<file path="src/rtl/servant_uart_tx_if.sv">
// Wishbone-style peripheral bus bundle for the servant UART transmitter.
// The slave modport is the peripheral side; the master modport is the CPU/bus side.
interface servant_uart_tx_if;
  logic        i_wb_adr;
  logic [31:0] i_wb_dat;
  logic        i_wb_we;
  logic        i_wb_cyc;
  logic [31:0] o_wb_rdt;
  logic        o_wb_ack;

  modport slave (
    input  i_wb_adr,
    input  i_wb_dat,
    input  i_wb_we,
    input  i_wb_cyc,
    output o_wb_rdt,
    output o_wb_ack
  );

  modport master (
    output i_wb_adr,
    output i_wb_dat,
    output i_wb_we,
    output i_wb_cyc,
    input  o_wb_rdt,
    input  o_wb_ack
  );
endinterface

</file>
<file path="src/rtl/servant_uart_tx.sv">
// Buffered Wishbone UART transmitter: TX FIFO, programmable baud divisor,
// start/data/stop framing FSM driving a registered, idle-high serial line.
module servant_uart_tx #(
  parameter int unsigned DATA_BITS   = 8,
  parameter int unsigned FIFO_DEPTH  = 16,
  parameter int unsigned DIV_WIDTH   = 16,
  parameter int unsigned DEFAULT_DIV = 278
) (
  input  logic               wb_clk,
  input  logic               wb_rst_n,
  servant_uart_tx_if.slave   wb,
  output logic               o_q
);

  localparam int unsigned PTR_W = $clog2(FIFO_DEPTH);
  localparam int unsigned CNT_W = PTR_W + 1;
  localparam int unsigned IDX_W = $clog2(DATA_BITS);

  typedef enum logic [1:0] {
    S_IDLE,
    S_START,
    S_DATA,
    S_STOP
  } state_e;

  // ---------------------------------------------------------------------------
  // Registers
  // ---------------------------------------------------------------------------
  logic                 ack_q,   ack_d;
  logic [31:0]          rdt_q,   rdt_d;
  logic                 ovf_q,   ovf_d;
  logic [CNT_W-1:0]     count_q, count_d;
  logic [PTR_W-1:0]     wptr_q,  wptr_d;
  logic [PTR_W-1:0]     rptr_q,  rptr_d;
  logic [DIV_WIDTH-1:0] div_q,   div_d;
  state_e               state_q, state_d;
  logic [DIV_WIDTH-1:0] cnt_q,   cnt_d;
  logic [DIV_WIDTH-1:0] dlat_q,  dlat_d;
  logic [IDX_W-1:0]     bidx_q,  bidx_d;
  logic [DATA_BITS-1:0] shift_q, shift_d;
  logic                 txd_q,   txd_d;
  logic [DATA_BITS-1:0] mem_q [FIFO_DEPTH];

  // ---------------------------------------------------------------------------
  // Combinational helpers
  // ---------------------------------------------------------------------------
  logic                 bus_hit;
  logic                 wr_data;
  logic                 rd_status;
  logic                 wr_div;
  logic                 fifo_empty;
  logic                 fifo_full;
  logic                 busy;
  logic                 pop;
  logic                 push;
  logic [DIV_WIDTH-1:0] div_eff;
  logic [31:0]          status;
  logic                 unused_dat;

  assign unused_dat = ^wb.i_wb_dat;

  // A new access is accepted only while ack is low, so a held cyc acks every other cycle.
  assign bus_hit   = wb.i_wb_cyc & ~ack_q;
  assign wr_data   = bus_hit &  wb.i_wb_we & ~wb.i_wb_adr;
  assign rd_status = bus_hit & ~wb.i_wb_we & ~wb.i_wb_adr;
  assign wr_div    = bus_hit &  wb.i_wb_we &  wb.i_wb_adr;

  assign fifo_empty = (count_q == '0);
  assign fifo_full  = (count_q == CNT_W'(FIFO_DEPTH));
  assign busy       = (state_q != S_IDLE) | ~fifo_empty;
  assign div_eff    = (div_q == '0) ? DIV_WIDTH'(1) : div_q;

  assign status = {16'h0000, 8'(count_q), 4'h0, ovf_q, fifo_full, fifo_empty, busy};

  // A pop in the same cycle frees a slot, so a write to a full FIFO is still accepted.
  assign push = wr_data & (~fifo_full | pop);

  // Bus response and register file next-state
  always_comb begin
    ack_d = bus_hit;
    rdt_d = '0;
    div_d = div_q;
    ovf_d = ovf_q;
    if (bus_hit && !wb.i_wb_we) begin
      rdt_d = wb.i_wb_adr ? 32'(div_q) : status;
    end
    if (wr_div) begin
      div_d = wb.i_wb_dat[DIV_WIDTH-1:0];
    end
    if (rd_status) begin
      ovf_d = 1'b0;
    end
    if (wr_data && fifo_full && !pop) begin
      ovf_d = 1'b1;
    end
  end

  // FIFO pointer and occupancy next-state
  always_comb begin
    wptr_d  = wptr_q;
    rptr_d  = rptr_q;
    count_d = count_q;
    if (push) begin
      wptr_d = wptr_q + PTR_W'(1);
    end
    if (pop) begin
      rptr_d = rptr_q + PTR_W'(1);
    end
    case ({push, pop})
      2'b10:   count_d = count_q + CNT_W'(1);
      2'b01:   count_d = count_q - CNT_W'(1);
      default: count_d = count_q;
    endcase
  end

  // Framing FSM: divisor is latched per frame, back-to-back frames skip IDLE
  always_comb begin
    state_d = state_q;
    cnt_d   = cnt_q;
    dlat_d  = dlat_q;
    bidx_d  = bidx_q;
    shift_d = shift_q;
    pop     = 1'b0;
    unique case (state_q)
      S_IDLE: begin
        if (!fifo_empty) begin
          pop     = 1'b1;
          shift_d = mem_q[rptr_q];
          dlat_d  = div_eff;
          cnt_d   = div_eff - DIV_WIDTH'(1);
          state_d = S_START;
        end
      end
      S_START: begin
        if (cnt_q == '0) begin
          cnt_d   = dlat_q - DIV_WIDTH'(1);
          bidx_d  = '0;
          state_d = S_DATA;
        end else begin
          cnt_d = cnt_q - DIV_WIDTH'(1);
        end
      end
      S_DATA: begin
        if (cnt_q == '0) begin
          cnt_d   = dlat_q - DIV_WIDTH'(1);
          shift_d = shift_q >> 1;
          if (bidx_q == IDX_W'(DATA_BITS - 1)) begin
            state_d = S_STOP;
          end else begin
            bidx_d = bidx_q + IDX_W'(1);
          end
        end else begin
          cnt_d = cnt_q - DIV_WIDTH'(1);
        end
      end
      S_STOP: begin
        if (cnt_q == '0) begin
          if (!fifo_empty) begin
            pop     = 1'b1;
            shift_d = mem_q[rptr_q];
            dlat_d  = div_eff;
            cnt_d   = div_eff - DIV_WIDTH'(1);
            state_d = S_START;
          end else begin
            state_d = S_IDLE;
          end
        end else begin
          cnt_d = cnt_q - DIV_WIDTH'(1);
        end
      end
      default: state_d = S_IDLE;
    endcase
  end

  // Line level follows the current state one cycle later, uniformly for every bit
  always_comb begin
    txd_d = 1'b1;
    case (state_q)
      S_START: txd_d = 1'b0;
      S_DATA:  txd_d = shift_q[0];
      default: txd_d = 1'b1;
    endcase
  end

  always_ff @(posedge wb_clk or negedge wb_rst_n) begin
    if (!wb_rst_n) begin
      ack_q   <= 1'b0;
      rdt_q   <= '0;
      ovf_q   <= 1'b0;
      count_q <= '0;
      wptr_q  <= '0;
      rptr_q  <= '0;
      div_q   <= DIV_WIDTH'(DEFAULT_DIV);
      state_q <= S_IDLE;
      cnt_q   <= '0;
      dlat_q  <= '0;
      bidx_q  <= '0;
      shift_q <= '0;
      txd_q   <= 1'b1;
    end else begin
      ack_q   <= ack_d;
      rdt_q   <= rdt_d;
      ovf_q   <= ovf_d;
      count_q <= count_d;
      wptr_q  <= wptr_d;
      rptr_q  <= rptr_d;
      div_q   <= div_d;
      state_q <= state_d;
      cnt_q   <= cnt_d;
      dlat_q  <= dlat_d;
      bidx_q  <= bidx_d;
      shift_q <= shift_d;
      txd_q   <= txd_d;
    end
  end

  // FIFO storage carries no reset; occupancy alone defines validity
  always_ff @(posedge wb_clk) begin
    if (push) begin
      mem_q[wptr_q] <= wb.i_wb_dat[DATA_BITS-1:0];
    end
  end

  assign wb.o_wb_ack = ack_q;
  assign wb.o_wb_rdt = rdt_q;
  assign o_q         = txd_q;

endmodule

</file>
<file path="src/flat_wrapper.sv">
// flat-port wrapper written by rule: the top's interface ports become plain ports
module servant_uart_tx_flat 
#(
  parameter int unsigned DATA_BITS   = 8,
  parameter int unsigned FIFO_DEPTH  = 16,
  parameter int unsigned DIV_WIDTH   = 16,
  parameter int unsigned DEFAULT_DIV = 278
)
  (wb_clk, wb_rst_n, o_q, wb_i_wb_adr, wb_i_wb_dat, wb_i_wb_we, wb_i_wb_cyc, wb_o_wb_rdt, wb_o_wb_ack);
  servant_uart_tx_if wb_i ();
  input  logic wb_clk;
  input  logic wb_rst_n;
  output logic o_q;
  input wire logic [$bits(wb_i.i_wb_adr)-1:0] wb_i_wb_adr;
  input wire logic [$bits(wb_i.i_wb_dat)-1:0] wb_i_wb_dat;
  input wire logic [$bits(wb_i.i_wb_we)-1:0] wb_i_wb_we;
  input wire logic [$bits(wb_i.i_wb_cyc)-1:0] wb_i_wb_cyc;
  output wire logic [$bits(wb_i.o_wb_rdt)-1:0] wb_o_wb_rdt;
  output wire logic [$bits(wb_i.o_wb_ack)-1:0] wb_o_wb_ack;
  assign wb_i.i_wb_adr = wb_i_wb_adr;
  assign wb_i.i_wb_dat = wb_i_wb_dat;
  assign wb_i.i_wb_we = wb_i_wb_we;
  assign wb_i.i_wb_cyc = wb_i_wb_cyc;
  assign wb_o_wb_rdt = wb_i.o_wb_rdt;
  assign wb_o_wb_ack = wb_i.o_wb_ack;
  servant_uart_tx #(.DATA_BITS(DATA_BITS), .FIFO_DEPTH(FIFO_DEPTH), .DIV_WIDTH(DIV_WIDTH), .DEFAULT_DIV(DEFAULT_DIV)) u_core (.wb_clk(wb_clk), .wb_rst_n(wb_rst_n), .wb(wb_i), .o_q(o_q));
endmodule
</file>
<file path="config.mk">
export PLATFORM = sky130hd
export DESIGN_NAME = servant_uart_tx_flat
export DESIGN_NICKNAME = d
export VERILOG_FILES = /design/src/rtl/servant_uart_tx_if.sv /design/src/rtl/servant_uart_tx.sv /design/src/flat_wrapper.sv
export SDC_FILE = /design/constraint.sdc
export NUM_CORES = 1
export LEC_CHECK = 0
export ABC_AREA = 1
export BUFFER_PORTS_ARGS = -buffer_cell sky130_fd_sc_hd__buf_2
export CORE_MARGIN = 4
export CORE_UTILIZATION = 64
export DETAILED_ROUTE_END_ITERATION = 12
export PLACE_DENSITY = 0.94
export SLEW_MARGIN = 20
export SYNTH_ARGS = -nofsm -noshare
export SYNTH_HDL_FRONTEND = slang
export SYNTH_SLANG_ARGS = --single-unit
</file>
<file path="constraint.sdc">
create_clock -name wb_clk -period 6.25 [get_ports wb_clk]
set_clock_uncertainty 0.1 [all_clocks]
set_input_delay 1.5625 -clock wb_clk [delete_from_list [all_inputs] [get_ports wb_clk]]
set_output_delay 1.5625 -clock wb_clk [all_outputs]
set_load 0.005 [all_outputs]
</file>
==> metrics <==
run status=complete, no violations; hold violation count in the final report=0; proportion of synthesized flip-flops having asynchronous set or reset=0.421; data required time at the worst endpoint=~6.6 ns; Tightest Pin Transition=just under 1 ns; power density cells=311 mW/mm2; via count normalized by instance count=roughly 6.3; Die Area=about 0.019 mm2; Core Area=0.0160 mm2; Port Buffer Count=38; total half-perimeter wirelength after legalization and detailed placement=between 15 and 20 mm; Critical Path AT=4.00 ns; largest fanout on the critical path=12; peak supply drop=320 uV; Worst setup SP type=register; pin count of the biggest net entering global routing=between 70 and 80; detailed router's first-iteration violation count=about 1500; unrepaired setup endpoints after global routing=false; Routed WL=27.1 mm; horizontal die dimension=about 140 um; number of buffers created by CTS=21; max-cap violations=0; average size of a mapped cell=9.45 um2; clock period minus worst slack=3.68 ns; fillers=roughly 1000; maximum level of the CTS H-tree=1; sequential fraction of the synthesis area=0.587; worst hold-check path type=register to register; Wirelength per Cell=slightly below 20 um; vias after detailed routing=8578; Synth Flop Type=edfxtp_1; share of final-layout standard cells stronger than drive strength 1=0.0796; area added between synthesis and finish=8.68%; commonest non-fill, non-tap cell in the layout=nor2_1; total count of max-transition violations in the final report=0; element type at the critical path end=register; clock tree from TritonCTS=done; number of remaining DRC errors=0; starting utilization of the core area=0.658; IO Pins=71; first-pass GRT wire length=about 43 mm; critical path class=register to register; number of rows in the core area=46; mapped cell area=around 0.011 mm2; EDFF count, synth=roughly 130; Final Cycle Share=0.589; final setup violating endpoints=0; number of distinct standard cells referenced by the synthesized netlist=40; via count of the first global-routing pass=8258; hold_buf cts=0; total chip power=between 0.003 and 0.004 W; Max Fclk=272 MHz; vertical die dimension=around 140 um; antenna violations before repair=0; routability cong.=between 0.9 and 1; Max clock buf depth=3; CTS root buf=clkbuf_16; number of diodes=0; clock-pin slew of the registers on the worst-case setup and hold paths=roughly 0.07 ns; Initial DRT Pass Iterations=7; remaining number of nets flagged by the antenna check after routing=0; number of synthesized register bits=~220; Syn Inst Count=~1100; final global-route overflow total=0; setup TNS after final layout=0 ns; commonest cells after routing, fill and taps aside=nor2_1 (199), nand2_1 (194), edfxtp_1 (128); CTS sink cnt=~220; global-route total usage across every layer=0.297; Final nets=around 1200; number of resized instances in the post-cts repair step=0; number of warnings reported in the yosys synthesis log=0; relative slew slack=0.348; leak pwr=approximately 4.8 nW; Worst-Skew Late Latency=around 0.5 ns; buffers inserted during post-CTS setup optimization=0
==> flip-flops by register name (all words and copies together) (netlist names), 4 cells and up <==
signal              cells
u_core.dlat_q          16
u_core.rptr_q           4
u_core.count_q          5
u_core.wb.o_wb_rdt     16
u_core.wptr_q           4
u_core.mem_q          128
u_core.div_q           16
u_core.shift_q          8
u_core.cnt_q           16
==> where the power goes <==
group / total (W) / internal, W / switching [W] / leakage [nW]
Sequential: 0.00181 / 0.00168 / 0.000130 / 2.21
Combinational: 0.000529 / 0.000174 / 0.000355 / 2.27
Clock: 0.00121 / 0.000670 / 0.000541 / 0.314
==> stage by stage <==
step / setup WS (ns) / cells / hold slack (ns) / utilization / instance area [um2]
after floorplan: 2.55 / 1128 / 0.350 / - / 10600
after global placement: 2.29 / 1334 / 0.362 / 0.675 / 10800
after detailed placement: 2.21 / 1334 / 0.367 / 0.675 / 10800
after CTS: 2.66 / 1372 / 0.385 / 0.715 / 11400
after global routing: 2.28 / 1372 / 0.411 / 0.715 / 11400
final: 2.57 / 1372 / 0.385 / 0.715 / 11400
==> path summary, 6_finish.rpt <==
| path | startpoint | endpoint | slack (ns) | cells past startpoint |
|---|---|---|---|---|
| worst max-delay path | u_core.cnt_q[2] | u_core.count_q[4] | 2.57 | 18 |
| worst min-delay path | u_core.shift_q[3] | u_core.shift_q[3] | 0.38 | 2 |
| worst max register to register | u_core.cnt_q[2] | u_core.count_q[4] | 2.57 | 18 |
| worst min register to register | u_core.shift_q[3] | u_core.shift_q[3] | 0.38 | 2 |
| max in group asynchronous | wb_rst_n | u_core.rptr_q[0] | 4.04 | 2 |
| min in group asynchronous | wb_rst_n | u_core.cnt_q[8] | 0.97 | 1 |
==> cell families (layout without fill, tap and decap cells) <==
logic type | Yosys count | count (layout) | synth area share
fa+ha+maj | 21 | 21 | 0.0257
flops | 221 | 221 | 0.587
buf+inv | 150 | 178 | 0.0622
xor+xnor | 24 | 24 | 0.0200
other cells | 1 | 16 | 0.000356
simple gates | 486 | 486 | 0.192
compound gates | 210 | 210 | 0.113
==> cells in the mapped netlist, types with 3 or more instances <==
master / instances / area [um2]
o211ai_1: 32 / 240
xnor2_1: 6 / 52.6
nor2_1: 199 / 747
dfrtp_1: 88 / 2200
nand3_1: 64 / 320
xor2_1: 18 / 158
nor3_1: 4 / 20.0
inv_1: 92 / 345
buf_2: 7 / 35.0
nand2_1: 194 / 728
buf_1: 4 / 15.0
clkinv_1: 4 / 15.0
a21oi_1: 39 / 195
nand4_1: 11 / 68.8
edfxtp_1: 128 / 3840
nand2_4: 3 / 33.8
o21ai_0: 105 / 526
dfstp_2: 5 / 131
buf_4: 16 / 120
o22ai_1: 25 / 156
clkbuf_1: 24 / 90.1
buf_6: 3 / 33.8
ha_1: 20 / 250
==> worst max-delay path: stages, from the launching register on <==
cell and delay (ns):
dfrtp_1 0.46, nor2_1 0.24, inv_1 0.07, nor2_1 0.13, nand3_2 0.33, nor2_1 0.23, o21ai_2 0.17, inv_1 0.28
ha_1 0.30, inv_1 0.11, fa_1 0.38, inv_1 0.11, a21oi_1 0.07, nor2_1 0.10, nor2_1 0.08, nand2_1 0.06
nand2_1 0.05, nor2_1 0.13, xor2_1 0.17
==> routing by layer <==
metal | global-route usage | vias up | share of wire
met5 | 0 | - | 0
met4 | 0.108 | 0 | 0.043
met2 | 0.484 | 723 | 0.47
met1 | 0.397 | 3945 | 0.36
li1 | - | 3793 | -
met3 | 0.0670 | 117 | 0.13
==> final cells by class <==
cell class / instances / area [um2] / area share
Sequential cell: 221 / 6180 / 0.540
Multi-Input combinational cell: 757 / 3750 / 0.328
Clock buffer: 31 / 603 / 0.0527
Inverter: 96 / 360 / 0.0315
Tap cell: 216 / 270 / 0.0236
Timing Repair Buffer: 44 / 238 / 0.0208
Clock inverter: 7 / 38.8 / 0.00339
No activity file was read; power rests on OpenSTA's default activity.
